## src/rtl/pe_job_scheduler.sv

```systemverilog
// Job scheduler for one Eyeriss PE: queues {id, filter_size, stride} descriptors and runs them in order.
// Latency: a push into an empty queue reaches LOAD 2 cycles later and pulses pe_start 3 cycles later.
// Backpressure: job_ready = !full (pushes while full are dropped); a completion is held until cmpl_ready.
// Optional macro PE_STALL_COUNT_EN: counts RUN cycles with pe_stall=1 onto stall_cycles.
module pe_job_scheduler #(
  parameter int FILTER_W = 2,
  parameter int ADDR_W   = 2,
  parameter int ID_W     = 4,
  parameter int DEPTH    = 4,
  parameter int CNT_W    = 8
) (
  input  logic                clk,
  input  logic                rst,
  input  logic                job_valid,
  output logic                job_ready,
  input  logic [ID_W-1:0]     job_id,
  input  logic [FILTER_W-1:0] job_filter_size,
  input  logic [ADDR_W-1:0]   job_stride,
  output logic                pe_start,
  output logic [FILTER_W-1:0] pe_filter_size,
  output logic [ADDR_W-1:0]   pe_stride,
  output logic                pe_ready,
  input  logic                pe_done,
  input  logic                pe_write_en,
  input  logic                pe_stall,
  output logic                cmpl_valid,
  input  logic                cmpl_ready,
  output logic [ID_W-1:0]     cmpl_id,
  output logic [CNT_W-1:0]    cmpl_psum_count,
  output logic                busy,
  output logic [CNT_W-1:0]    stall_cycles
);

  localparam int PTR_W = $clog2(DEPTH);
  localparam int ENT_W = ID_W + FILTER_W + ADDR_W;

  typedef enum logic [2:0] {S_IDLE, S_LOAD, S_START, S_RUN, S_CMPL} state_t;

  logic [ENT_W-1:0]    mem_q [DEPTH];
  logic [PTR_W-1:0]    wr_ptr_q, wr_ptr_d;
  logic [PTR_W-1:0]    rd_ptr_q, rd_ptr_d;
  logic [PTR_W:0]      cnt_q, cnt_d;
  logic                full_w, empty_w, push_w, pop_w;

  state_t              state_q;
  logic [ID_W-1:0]     id_q;
  logic [FILTER_W-1:0] fs_q;
  logic [ADDR_W-1:0]   st_q;
  logic [CNT_W-1:0]    psum_q;
  logic                pe_start_q, pe_ready_q, cmpl_valid_q;

  assign full_w  = (cnt_q == (PTR_W+1)'(DEPTH));
  assign empty_w = (cnt_q == '0);
  assign push_w  = job_valid && !full_w;
  // Pops are only taken from IDLE, so the head is consumed exactly once per job.
  assign pop_w   = (state_q == S_IDLE) && !empty_w;

  // Queue pointer/occupancy next-state; push and pop together leave occupancy unchanged.
  always_comb begin
    wr_ptr_d = wr_ptr_q;
    rd_ptr_d = rd_ptr_q;
    cnt_d    = cnt_q;
    if (push_w) wr_ptr_d = wr_ptr_q + (PTR_W)'(1);
    if (pop_w)  rd_ptr_d = rd_ptr_q + (PTR_W)'(1);
    if (push_w && !pop_w)      cnt_d = cnt_q + (PTR_W+1)'(1);
    else if (pop_w && !push_w) cnt_d = cnt_q - (PTR_W+1)'(1);
  end

  // Queue pointer/occupancy registers.
  always_ff @(posedge clk) begin
    if (rst) begin
      wr_ptr_q <= '0;
      rd_ptr_q <= '0;
      cnt_q    <= '0;
    end else begin
      wr_ptr_q <= wr_ptr_d;
      rd_ptr_q <= rd_ptr_d;
      cnt_q    <= cnt_d;
    end
  end

  // Descriptor storage; contents are don't-care until written, so no reset.
  always_ff @(posedge clk) begin
    if (push_w) mem_q[wr_ptr_q] <= {job_id, job_filter_size, job_stride};
  end

  // Job sequencing FSM with registered strobes; config regs only change on IDLE->LOAD.
  always_ff @(posedge clk) begin
    if (rst) begin
      state_q      <= S_IDLE;
      id_q         <= '0;
      fs_q         <= '0;
      st_q         <= '0;
      psum_q       <= '0;
      pe_start_q   <= 1'b0;
      pe_ready_q   <= 1'b0;
      cmpl_valid_q <= 1'b0;
    end else begin
      case (state_q)
        S_IDLE: begin
          if (!empty_w) begin
            {id_q, fs_q, st_q} <= mem_q[rd_ptr_q];
            psum_q             <= '0;
            state_q            <= S_LOAD;
          end
        end
        S_LOAD: begin
          pe_start_q <= 1'b1;
          state_q    <= S_START;
        end
        S_START: begin
          pe_start_q <= 1'b0;
          pe_ready_q <= 1'b1;
          state_q    <= S_RUN;
        end
        S_RUN: begin
          // A write coinciding with done still belongs to this job.
          if (pe_write_en && (psum_q != '1)) psum_q <= psum_q + (CNT_W)'(1);
          if (pe_done) begin
            pe_ready_q   <= 1'b0;
            cmpl_valid_q <= 1'b1;
            state_q      <= S_CMPL;
          end
        end
        S_CMPL: begin
          if (cmpl_ready) begin
            cmpl_valid_q <= 1'b0;
            state_q      <= S_IDLE;
          end
        end
        default: begin
          pe_start_q   <= 1'b0;
          pe_ready_q   <= 1'b0;
          cmpl_valid_q <= 1'b0;
          state_q      <= S_IDLE;
        end
      endcase
    end
  end

  assign job_ready       = !full_w;
  assign pe_start        = pe_start_q;
  assign pe_ready        = pe_ready_q;
  assign pe_filter_size  = fs_q;
  assign pe_stride       = st_q;
  assign cmpl_valid      = cmpl_valid_q;
  assign cmpl_id         = id_q;
  assign cmpl_psum_count = psum_q;
  assign busy            = (state_q != S_IDLE) || !empty_w;

`ifdef PE_STALL_COUNT_EN
  logic [CNT_W-1:0] stall_q;

  // Saturating count of stalled RUN cycles, restarted when a new job is popped.
  always_ff @(posedge clk) begin
    if (rst) begin
      stall_q <= '0;
    end else if (pop_w) begin
      stall_q <= '0;
    end else if ((state_q == S_RUN) && pe_stall && (stall_q != '1)) begin
      stall_q <= stall_q + (CNT_W)'(1);
    end
  end

  assign stall_cycles = stall_q;
`else
  // The stall input only feeds the optional counter.
  logic unused_pe_stall;
  assign unused_pe_stall = pe_stall;
  assign stall_cycles    = '0;
`endif

endmodule

```

## config.mk

```make
export PLATFORM = sky130hd
export DESIGN_NAME = pe_job_scheduler
export DESIGN_NICKNAME = d
export VERILOG_FILES = /design/src/rtl/pe_job_scheduler.sv
export SDC_FILE = /design/constraint.sdc
export NUM_CORES = 1
export LEC_CHECK = 0
export ABC_AREA = 1
export ABC_CLOCK_PERIOD_IN_PS = 2009
export CAP_MARGIN = 5
export CORE_ASPECT_RATIO = 0.8
export CORE_MARGIN = 10
export CORE_UTILIZATION = 43
export DETAILED_ROUTE_END_ITERATION = 16
export GPL_TIMING_DRIVEN = 0
export PLACE_DENSITY = 0.75
export SETUP_SLACK_MARGIN = 0.5
export SLEW_MARGIN = 20
export SYNTH_ARGS = -nofsm -noshare
export SYNTH_HDL_FRONTEND = slang
export SYNTH_SLANG_ARGS = --single-unit
export TNS_END_PERCENT = 10
```

## constraint.sdc

```tcl
create_clock -name clk -period 2.01 [get_ports clk]
set_clock_uncertainty 0.2 [all_clocks]
set_input_delay 0.201 -clock clk [delete_from_list [all_inputs] [get_ports clk]]
set_output_delay 0.201 -clock clk [all_outputs]
set_load 0.02 [all_outputs]
```

==> impl_metrics.toml <==
[critical_path]
cpPeakStageDelay_ps = 360
required_ps = 2020
cp-end-kind = "register"
path_class = "register to register"
arrival_ps = 2040
crit_path_top_delay_cell = "dfxtp_4"
path_cells = "nor2_4, nand2_4, nand3_4, buf_8, ha_4, inv_2, fa_2, a21oi_2, o21ai_1, o21ai_1, a21oi_1"
cp-start-kind = "register"
crit_path_max_fanout = 3
cpMostUsedCell = "o21ai_1"

[timing]
post-route-worst-setup-slack_ps = -17.2
fin_crit_sh = 1.01
min_period_ps = 2030
rsz0062_at_grt = "true"
finalSetupViolCount = 1
relSlewSlack = 0.456
slew_viol_final = 0
tightest_slew_ps = 813
fmax_ghz = 0.493
hold_viol = 0
whs_ps = 269

[clock_tree]
h-tree-depth = 3
insertion_delay_ps = 330
cts_sinks = 61
cts-root-buf = "clkbuf_8"
cts_hold_buf = 0
numCtsBuffers = 9
clk_pin_slew_ps = 60
clockBufferDepth = 2
cts_tree = "done"

[logic_synthesis]
synthCells = 297
synthMuxAreaShare = 0
synth_edf_count = 32
synth-seq-cells = 61
ys.flop_type = "edfxtp_1"
synthAdderAreaFrac = 0.0350
synthArstFlopShare = 0
synth_top_family_by_area = "simple AND/OR/NAND/NOR gates"
synth_warnings = 0
avgSynthCellArea_um2 = 9.14
syn_area_um2 = 2710
synth_compound_area_frac = 0.113
yosys.area_share.xor_xnor = 0.00323
synthSimpleGateAreaFrac = 0.202
synth_cell_types = 30
synth.yosys.seq_area_share = 0.568

[detailed_routing]
dr.pass1.iters = 4
ant_nets = 0
met1_length_um = 2630
wl_per_cell_um = 13.9
drc = 0
top_layer_used = "met4"
viasPerCell = 4.81
wl_met3_um = 435
drt_iter0_drc = 94
met2_length_um = 3080
routed_wl_um = 6200
num_vias = 2141

[die]
core_um2 = 6010
rows = 25
dieArea_um2 = 9910
die_height_um = 91.1
fp.dieW_um = 109
io_pins = 44
start_util = 0.452

[cells_and_area]
fin_nets = 381
layout_common_cells = "nor2_1 (58), nand2_1 (33), edfxtp_1 (32)"
final-instance-count-excl-fill = 445
n_antenna_cell = 0
drive_above_1_share = 0.201
syn2layout_area_growth_pct = 32.9
final_common_cell = "nor2_1"

[min_path]
hold_class = "register to register"

[outcome]
status = "finished, violations left"
violations = "negative setup slack"

[power]
power_mw = 5.15
ir_worst_vdd_mv = 0.821
powerDensity_nw_per_um2 = 1430
p_leak_nw = 1.38

[global_route]
antenna_found_initial = 0
grt_max_degree = 12
grt_pass1_vias = 1991
grt_pass1_wl_um = 9550
gr-total-overflow = 0
grt_use_total = 0.123

[job]
drv_cap = 0

[placed_design]
placed_cells = 419
place_ws_ps = -106
gp_congestion = 0.814
io_buffer_count = 34
hpwl_um = 4080
==> metal layers <==
metal,vias to the layer above,track usage
met5,-,0
met4,0,0.0428
met1,983,0.146
met3,4,0.0537
li1,1097,-
met2,57,0.193
==> cell type report <==
cell class                      count  area, µm²
Tap cell                           81        101
Clock inverter                      7       90.1
Buffer                             15        104
Timing Repair Buffer               44        423
Clock buffer                        9        124
Sequential cell                    61       1560
Fill cell                         495       2400
Inverter                           31        116
Multi-Input combinational cell    197       1090
==> cells by family after synthesis <==
group	count (synthesis)
flip-flops	61
adder cells (fa/ha/maj)	7
XOR/XNOR	1
AO/OA/AOI/OAI	57
other	1
buffers and inverters	46
AND/OR/NAND/NOR	124
==> per-stage QoR <==
step	util	instance area (µm²)	TNS [ps]
5_1_grt	0.600	3610	-137
3_5_place_dp	0.540	3240	-395
2_1_floorplan	-	2800	0
3_3_place_gp	0.540	3240	-80.8
6_report	0.600	3610	-17.2
4_1_cts	0.582	3500	0
==> Yosys cell counts (2+ instances only) <==
cell | number | share of area
inv_1 | 29 | 0.040
a21oi_1 | 15 | 0.028
o22ai_1 | 8 | 0.018
nand3_1 | 14 | 0.026
nand2_4 | 2 | 0.0083
ha_1 | 6 | 0.028
buf_4 | 9 | 0.025
dfxtp_1 | 29 | 0.21
nand4_1 | 2 | 0.0046
buf_2 | 3 | 0.0055
clkbuf_1 | 3 | 0.0041
nand2_1 | 36 | 0.050
o21bai_1 | 2 | 0.0055
inv_2 | 2 | 0.0028
edfxtp_1 | 32 | 0.35
nor2_1 | 62 | 0.086
o21ai_0 | 30 | 0.055
==> what timing repair did <==
item | CTS | global route
pin swaps | 2 | 7
setup endpoints to repair | 72 | 75
resized for setup | 17 | 23
setup buffers | 4 | 6
==> where the power goes <==
| group | switching, mW | leakage [nW] | total [mW] | internal [mW] |
|---|---|---|---|---|
| clock | 0.484 | 0.0966 | 1.17 | 0.689 |
| combinational | 1.32 | 0.753 | 2.27 | 0.950 |
| sequential | 0.145 | 0.535 | 1.71 | 1.56 |
| total | 1.95 | 1.38 | 5.15 | 3.20 |
==> final timing paths <==
| path | startpoint | endpoint | slack (ps) | depth (start not counted) |
|---|---|---|---|---|
| min | cmpl_valid | cmpl_valid | 270 | 2 |
| min reg2reg | cmpl_valid | cmpl_valid | 270 | 2 |
| max reg2reg | cnt_q[1] | cnt_q[2] | -20 | 11 |
| max | cnt_q[1] | cnt_q[2] | -20 | 11 |
==> flip-flops by register name, summed over array words and instances, names as in the netlist <==
register         count
wr_ptr_q             2
rd_ptr_q             2
pe_ready             1
pe_stride            2
state_q              3
cmpl_valid           1
cmpl_id              4
pe_start             1
cmpl_psum_count      8
cnt_q                3
pe_filter_size       2
mem_q               32
==> worst max-delay path: cells and delay by family (launching register included) <==
kind / cells / cell delay, ps
buffers and inverters: 2 / 140
AO/OA/AOI/OAI: 4 / 430
AND/OR/NAND/NOR: 3 / 310
flip-flops: 1 / 360
adder cells (fa/ha/maj): 2 / 460
No activity file was read; power rests on OpenSTA's default activity.
